[src/rtl/quad_pkg.sv]
// Shared phase encodings, direction constants and the forward phase
// successor used by the quadrature decoder.
package quad_pkg;

    typedef logic [1:0] phase_t;

    // {A,B} phase encodings
    localparam phase_t PH_00 = 2'b00;
    localparam phase_t PH_10 = 2'b10;
    localparam phase_t PH_11 = 2'b11;
    localparam phase_t PH_01 = 2'b01;

    localparam logic DIR_UP   = 1'b1;
    localparam logic DIR_DOWN = 1'b0;

    // Width of the stability counter; covers FILT up to 15
    localparam int CNT_W = 4;

    // Forward (count-up) successor: 00 -> 10 -> 11 -> 01 -> 00
    function automatic phase_t phase_succ(input phase_t ph);
        phase_t nxt;
        case (ph)
            PH_00:   nxt = PH_10;
            PH_10:   nxt = PH_11;
            PH_11:   nxt = PH_01;
            default: nxt = PH_00;
        endcase
        return nxt;
    endfunction

endpackage

[src/rtl/quad_sync_filter.sv]
// Two-flop synchronizer plus stability filter for the {A,B} pair.
// A new value is accepted once it has been held for FILT sampled
// cycles. The first accepted value after reset only primes q; later
// acceptances raise acc for one cycle with q (old) and q_new (new).
module quad_sync_filter
    import quad_pkg::*;
#(
    parameter int FILT = 2
) (
    input  logic       clk,
    input  logic       reset_n,
    input  logic [1:0] din,
    output logic [1:0] q,
    output logic [1:0] q_new,
    output logic       acc
);

    localparam logic [CNT_W-1:0] FILT_C = CNT_W'(FILT);

    logic [1:0]       sync_p0;
    logic [1:0]       sync_p1;
    logic [1:0]       hold_p2;
    logic             vld_p0;
    logic             vld_p1;
    logic             vld_p2;
    logic [CNT_W-1:0] cnt;
    logic [CNT_W-1:0] cnt_nxt;
    logic             primed;
    logic             target;
    logic             stable;
    logic             accept;

    // Saturating increment keeps the counter from wrapping on long holds
    function automatic logic [CNT_W-1:0] sat_inc(input logic [CNT_W-1:0] v);
        return (v == {CNT_W{1'b1}}) ? v : v + CNT_W'(1);
    endfunction

    // Stage p0/p1: metastability flops; p2: one-cycle-old copy of s2.
    // vld_pN marks stages that hold a real sample since reset.
    always_ff @(posedge clk) begin
        if (!reset_n) begin
            sync_p0 <= 2'b00;
            sync_p1 <= 2'b00;
            hold_p2 <= 2'b00;
            vld_p0  <= 1'b0;
            vld_p1  <= 1'b0;
            vld_p2  <= 1'b0;
        end else begin
            sync_p0 <= din;
            sync_p1 <= sync_p0;
            hold_p2 <= sync_p1;
            vld_p0  <= 1'b1;
            vld_p1  <= vld_p0;
            vld_p2  <= vld_p1;
        end
    end

    // Count how many sampled cycles s2 has held a value worth accepting
    always_comb begin
        stable  = vld_p2 && (sync_p1 == hold_p2);
        target  = vld_p1 && (!primed || (sync_p1 != q));
        cnt_nxt = '0;
        if (target) begin
            cnt_nxt = stable ? sat_inc(cnt) : CNT_W'(1);
        end
        accept = target && (cnt_nxt >= FILT_C);
    end

    // Accepted state, counter and priming flag
    always_ff @(posedge clk) begin
        if (!reset_n) begin
            q      <= PH_00;
            cnt    <= '0;
            primed <= 1'b0;
        end else begin
            cnt <= accept ? '0 : cnt_nxt;
            if (accept) begin
                q      <= sync_p1;
                primed <= 1'b1;
            end
        end
    end

    assign q_new = sync_p1;
    assign acc   = accept && primed;

endmodule

[src/rtl/quad_decoder.sv]
// Quadrature decoder top: filtered A/B phases are decoded into up/down
// steps, a wrapping position count, last direction and a sticky flag
// for illegal two-bit phase jumps.
module quad_decoder
    import quad_pkg::*;
#(
    parameter int WIDTH = 4,
    parameter int FILT  = 2
) (
    input  logic             clk,
    input  logic             reset_n,
    input  logic             a_in,
    input  logic             b_in,
    input  logic             clr,
    output logic [WIDTH-1:0] pos,
    output logic             dir,
    output logic             step,
    output logic             err
);

    phase_t q;
    phase_t q_new;
    logic   acc;
    logic   fwd;
    logic   rev;
    logic   jump;

    quad_sync_filter #(
        .FILT (FILT)
    ) u_filter (
        .clk     (clk),
        .reset_n (reset_n),
        .din     ({a_in, b_in}),
        .q       (q),
        .q_new   (q_new),
        .acc     (acc)
    );

    // Classify an accepted transition as forward, reverse or illegal jump
    always_comb begin
        fwd  = acc && (q_new == phase_succ(q));
        rev  = acc && (q == phase_succ(q_new));
        jump = acc && (q_new == ~q);
    end

    // Position, direction, step pulse and sticky error; clr wins over a step
    always_ff @(posedge clk) begin
        if (!reset_n) begin
            pos  <= '0;
            dir  <= DIR_DOWN;
            step <= 1'b0;
            err  <= 1'b0;
        end else begin
            step <= fwd || rev;
            if (fwd) begin
                pos <= pos + WIDTH'(1);
                dir <= DIR_UP;
            end else if (rev) begin
                pos <= pos - WIDTH'(1);
                dir <= DIR_DOWN;
            end
            if (jump) begin
                err <= 1'b1;
            end
            if (clr) begin
                pos <= '0;
                err <= 1'b0;
            end
        end
    end

endmodule
[config.mk]
export PLATFORM = sky130hd
export DESIGN_NAME = quad_decoder
export DESIGN_NICKNAME = d
export VERILOG_FILES = /design/src/rtl/quad_pkg.sv /design/src/rtl/quad_sync_filter.sv /design/src/rtl/quad_decoder.sv
export SDC_FILE = /design/constraint.sdc
export NUM_CORES = 1
export LEC_CHECK = 0
export BUFFER_PORTS_ARGS = -buffer_cell sky130_fd_sc_hd__buf_2
export CORE_ASPECT_RATIO = 0.6
export CORE_MARGIN = 8
export CORE_UTILIZATION = 42
export CTS_BUF_LIST = sky130_fd_sc_hd__clkbuf_8
export DETAILED_ROUTE_END_ITERATION = 8
export MAX_ROUTING_LAYER = met4
export PLACE_DENSITY = 0.62
export SETUP_SLACK_MARGIN = 0.1
export SYNTH_ARGS = -nofsm -noshare
export SYNTH_HDL_FRONTEND = slang
export SYNTH_SLANG_ARGS = --single-unit
[constraint.sdc]
create_clock -name clk -period 6.6 [get_ports clk]
set_input_delay 1.32 -clock clk [delete_from_list [all_inputs] [get_ports clk]]
set_output_delay 1.32 -clock clk [all_outputs]
set_load 0.02 [all_outputs]
# Yosys cells after proc, flatten, opt, wreduce, memory -nomap -nowiden
# Index checks and enable logic that the tools add are counted.
dict set report totals {
  register_bits 23
  latchBits 0
  ram_bits 0
  rom_bits 0
  out_inout_bits 7
  elab_cells 54
  n_memories 0
}
dict set report op_classes {
  add_sub_neg 3
  n_mul 0
  div_mod_pow 0
  order_cmp 1
  n_eq_ne 10
  shift 0
  mux 10
  bitwise_logic 2
  n_reduce_logical 15
}
# operator count
set op_table {}
lappend op_table {{$mux 4} 5}
lappend op_table {{$pmux 2 s3} 2}
lappend op_table {{$add 4x1->4 const B} 2}
lappend op_table {{$eq 2x2->1} 4}
lappend op_table {{$eq 2x2->1 const B} 4}
lappend op_table {{$logic_and 1x1->1} 7}
lappend op_table {{$eq 4x4->1 const B} 1}
lappend op_table {{$ge 4x2->1 const B} 1}
lappend op_table {{$logic_not 2->1} 2}
lappend op_table {{$reduce_or 2->1} 2}
lappend op_table {{$sub 4x1->4 const B} 1}
lappend op_table {{$mux 1} 3}
lappend op_table {{$logic_or 1x1->1} 2}
lappend op_table {{$ne 2x2->1} 1}
lappend op_table {{$not 2->2} 1}
lappend op_table {{$reduce_bool 2->1} 1}
lappend op_table {{$logic_not 1->1} 1}
lappend op_table {{$not 1->1} 1}

# Depth between registers and ports, before layout
dict set report logic_depth {
  depth_word 10
  mapped_depth 11
  mapped_depth_nobuf 11
}

# Cells and area by module
# From an unflattened synthesis, not the netlist that was laid out.
dict set report hier_totals {
  cells_unflattened 92
  hier_area_um2 918.4
}
# mod n_inst cells_per_inst area_per_inst_um2
set by_module_without_submodules {}
lappend by_module_without_submodules {quad_sync_filter 1 51 536.8}
lappend by_module_without_submodules {quad_decoder 1 41 381.6}

# Worst setup path before layout
# OpenSTA, ideal clock, no wires.
dict set report synth_timing {
  path_kind {register to register}
  startpoint {register u_filter.cnt[0]}
  endpoint {register pos[3]}
  setup_time_ns 0.070
  arrival_ns 2.479
  required_ns 6.530
  path_slack_ns 4.051
  stages_incl_launch_ff 12
  n_path_buf 0
  cell_sequence {dfxtp_1 -> ha_1 -> a21boi_0 -> a21oi_1 -> o31a_2 -> nand4_1 -> ha_1 -> a21o_1 -> a21oi_1 -> xnor2_1 -> or4_1 -> a21oi_1}
}
dict set report synth_via {
  elab_chain_cells 9
  elab_cells_between_ends 12
}
# item line
set synth_rtl {}
lappend synth_rtl {{start, declared} quad_sync_filter.sv:26} ;# logic [CNT_W-1:0] cnt;
lappend synth_rtl {{start signal, assigned} quad_sync_filter.sv:76} ;# cnt <= accept ? '0 : cnt_nxt;
lappend synth_rtl {{$add 4x1->4 / $eq 4x4->1 (equally long branches)} quad_sync_filter.sv:35} ;# return (v == {CNT_W{1'b1}}) ? v : v + CNT_W'(1);
lappend synth_rtl {{$mux 4 *} quad_sync_filter.sv:35}
lappend synth_rtl {{$mux 4 *} quad_sync_filter.sv:64} ;# cnt_nxt = stable ? sat_inc(cnt) : CNT_W'(1);
lappend synth_rtl {{$mux 4 *} quad_sync_filter.sv:63} ;# if (target) begin
lappend synth_rtl {{$ge 4x2->1 *} quad_sync_filter.sv:66} ;# accept = target && (cnt_nxt >= FILT_C);
lappend synth_rtl {{$logic_and 1x1->1 *} quad_sync_filter.sv:66}
lappend synth_rtl {{$logic_and 1x1->1 *} quad_sync_filter.sv:85} ;# assign acc = accept && primed;
lappend synth_rtl {{$logic_and 1x1->1, on equally long branches} {quad_decoder.sv:41, quad_decoder.sv:42}}
lappend synth_rtl {{$mux 4 / $reduce_bool 2->1 (equally long branches)} -}
lappend synth_rtl {{end signal, assigned} quad_decoder.sv:56} ;# pos <= pos + WIDTH'(1);
lappend synth_rtl {{end signal, assigned} quad_decoder.sv:59} ;# pos <= pos - WIDTH'(1);
lappend synth_rtl {{end, declared} quad_decoder.sv:15} ;# output logic [WIDTH-1:0] pos,
# Every way passes the cells marked *; elsewhere a longest branch is shown, timed or not.
# A chain may end at the register's enable or synchronous reset.

# Worst setup path after layout
# Same ends and word-level chain as after synthesis.

==> results_dict.tcl <==
set metrics [dict create \
    synth_top_area_share_pct 48.0 \
    wire_per_inst_microns 12.0 \
    p_seq_share_pct 60.0 \
    startpoint "u_filter.cnt[0]$_SDFF_PP0_" \
    synth_most_common_cell "dfxtp_1" \
    internal-power_uw 190 \
    netSwitchingPower_uw 52.2 \
    grt-ovfl-total 0 \
    rsz0062_at_grt "false" \
    synth_edf_count 0 \
    synthCells 94 \
    min_period_ns 2.79 \
    hold_slack_ns 0.438 \
    end_kind "flop" \
    drc 0 \
    power_density_mw_per_mm2 221 \
    tns_ns 0 \
    place_area_sq_mm 0.00105 \
    drt_first_pass_iters 4 \
    cap_violations 0 \
    r2r-start "u_filter.cnt[0]$_SDFF_PP0_" \
    synth_area_leaders "dfxtp_1 (48%), xnor2_1 (6.4%), and2_1 (5.2%), a21oi_1 (4.7%), ha_1 (3.9%)" \
    yosysWarnings 0 \
    crit_type "reg -> reg" \
    synthArstFlopShare_pct 0 \
    clockBufferDepth 2 \
    yosys.area.top_type "dfxtp_1" \
    area.growth.synth_to_final_pct 14.1 \
    num_rows 13 \
    start_kind "flop" \
    ant_nets 0 \
    globalplace.congestion 0.815 \
    syn_area_sq_um 960 \
    drt_iter0_drc 35 \
    dpl_worst_slack_ns 3.82 \
    finalCritPeriodShare_pct 42.3 \
    ir_drop_v 0.000159 \
    ys_ff_latch 23 \
    skew_ns 0.00255 \
    clkLatencyLatePin_ns 0.26 \
    die_h_microns 53.0 \
    wl_microns 1680 \
    die-area_sq_mm 0.00412 \
    hold_class "reg -> reg" \
    finalNetCount 120 \
    initial_core_util_pct 44.4 \
    swShare_pct 21.6 \
    grt_pass1_wl_microns 2880 \
    pwr-share-comb_pct 5.0 \
    cts_root_buffer "clkbuf_8" \
    fp.dieW_microns 77.7 \
    place_inst 136 \
    portBuffers 11 \
    hp-start "u_filter.sync_p0[1]$_SDFF_PN0_" \
    cts_setup_buffers 0 \
    slew_viol_final 0 \
    cts_hold_buf 0 \
    clock.fmax_mhz 358 \
    leakagePower_uw 0.000450 \
    ios 12 \
    hold_viol 0 \
    ys_seq_area_share_pct 48.0 \
    worst_pin_slew_ns 0.620 \
    cts_resized 0 \
    dp_hpwl_microns 1270 \
    tritoncts "done" \
    avgSynthCellArea_sq_um 10.2 \
    path_max_fanout 8 \
    synth_ff_type "dfxtp_1" \
    antenna_found_initial 0 \
    status "finished clean" \
    fillCellCount 205 \
    required_ns 6.80 \
    cts-htree-levels 1 \
    arrival_ns 2.99 \
    grt_max_degree 14 \
    synth_cell_types 31 \
    grt_pass1_vias 622 \
    core_area_sq_mm 0.00216 \
    clkPwrFrac_pct 35.0 \
    via_per_inst 4.96 \
    diodes 0 \
    cts_made_buffers 3 \
    synthTopCellsByCount "dfxtp_1 (23), a21oi_1 (9), and2_1 (8)" \
    vias 695 \
    drive_above_1_share_pct 20.0 \
    stdcell_count 140 \
    path_clk_slew_ns 0.08 \
    cts.sinks 23 \
    design_area_sq_mm 0.00109 \
    setup_viol 0 \
    slew_headroom_pct 58.4 \
    final.setup.worst_slack_ns 3.81 \
    track_usage_pct 9.32 \
]
-- layout by cell type, fill, tap and decap left out --
cell type	n
and2_2	1
o21ai_0	5
buf_2	11
nor3_1	1
clkinv_2	1
clkbuf_8	3
and4_2	1
and2_1	8
xor2_1	3
a21o_1	1
nand2b_1	1
o31ai_1	1
o31a_2	1
nor3_4	1
nor2_1	6
a21boi_0	1
or3_2	1
nand3_1	6
a41oi_1	1
nand4_1	1
fa_1	1
a21oi_1	9
a311oi_1	1
conb_1	3
or4_1	1
o31ai_2	1
and3_1	1
ha_1	3
dfxtp_1	23
xnor2_1	7
nand2_1	2
inv_1	2
xor2_2	1
-- power by group through the flow --
stage	Sequential (uW)	Clock, uW	Combinational (uW)
6_report	145	84.8	12.0
5_1_grt	146	97.1	13.6
4_1_cts	145	90.5	12.1
3_5_place_dp	149	0	12.0
3_3_place_gp	148	0	11.8
2_1_floorplan	147	0	9.74
-- registers in the layout (all words and copies together) (netlist names), 2 cells and up --
| register | flops |
|---|---|
| pos | 4 |
| u_filter.q_new | 2 |
| u_filter.sync_p0 | 2 |
| u_filter.cnt | 4 |
| u_filter.q | 2 |
| u_filter.hold_p2 | 2 |
-- cell type report --
type,count,area (sq um),share of cell area [%]
clock inverters,1,5.00,0.457
flip-flops and latches,23,460,42.1
multi-input cells,70,488,44.6
clock buffers,3,41.3,3.77
repair buffers,11,55.1,5.03
inverters,2,7.51,0.686
well taps,30,37.5,3.43
-- stage by stage --
| stage | total power, uW | util, % |
|---|---|---|
| floorplan | 157 | - |
| global placement | 160 | 48.5 |
| detailed placement | 161 | 48.5 |
| CTS | 248 | 50.6 |
| global route | 257 | 50.6 |
| finish | 242 | 50.6 |
-- layer usage --
metal	share of wire [%]	GRT usage, %
met1	53	12.0
met2	39	12.0
met3	7.0	4.39
met4	1.1	3.73
met5	0	-
-- cell families (layout without fill, tap and decap cells) --
kind of cell	count (synthesis)	in the layout	synth area share, %
AND/OR/NAND/NOR	31	31	19.0
flip-flops	23	23	48.0
AO/OA/AOI/OAI	21	21	13.8
XOR/XNOR	11	11	10.8
buffers and inverters	3	17	1.96
other	1	3	0.391
adder cells (fa/ha/maj)	4	4	6.00
-- final timing paths --
path,endpoint,slack [ns],cells after the start
hold reg to reg,u_filter.q_new[1]$_SDFF_PN0_,0.44,1
hold / removal,u_filter.q_new[1]$_SDFF_PN0_,0.44,1
setup / recovery,pos[3]$_SDFFE_PP0P_,3.81,11
setup reg to reg,pos[3]$_SDFFE_PP0P_,3.81,11
-- critical path: stages (launching register included) --
cell and delay (ns):
dfxtp_1 0.34, ha_1 0.23, a21boi_0 0.13, a21oi_1 0.22
o31a_2 0.27, nand4_1 0.23, ha_1 0.34, a21o_1 0.17
a21oi_1 0.16, xnor2_1 0.10, or4_1 0.40, a21oi_1 0.14
(Power assumes the default switching activity.)
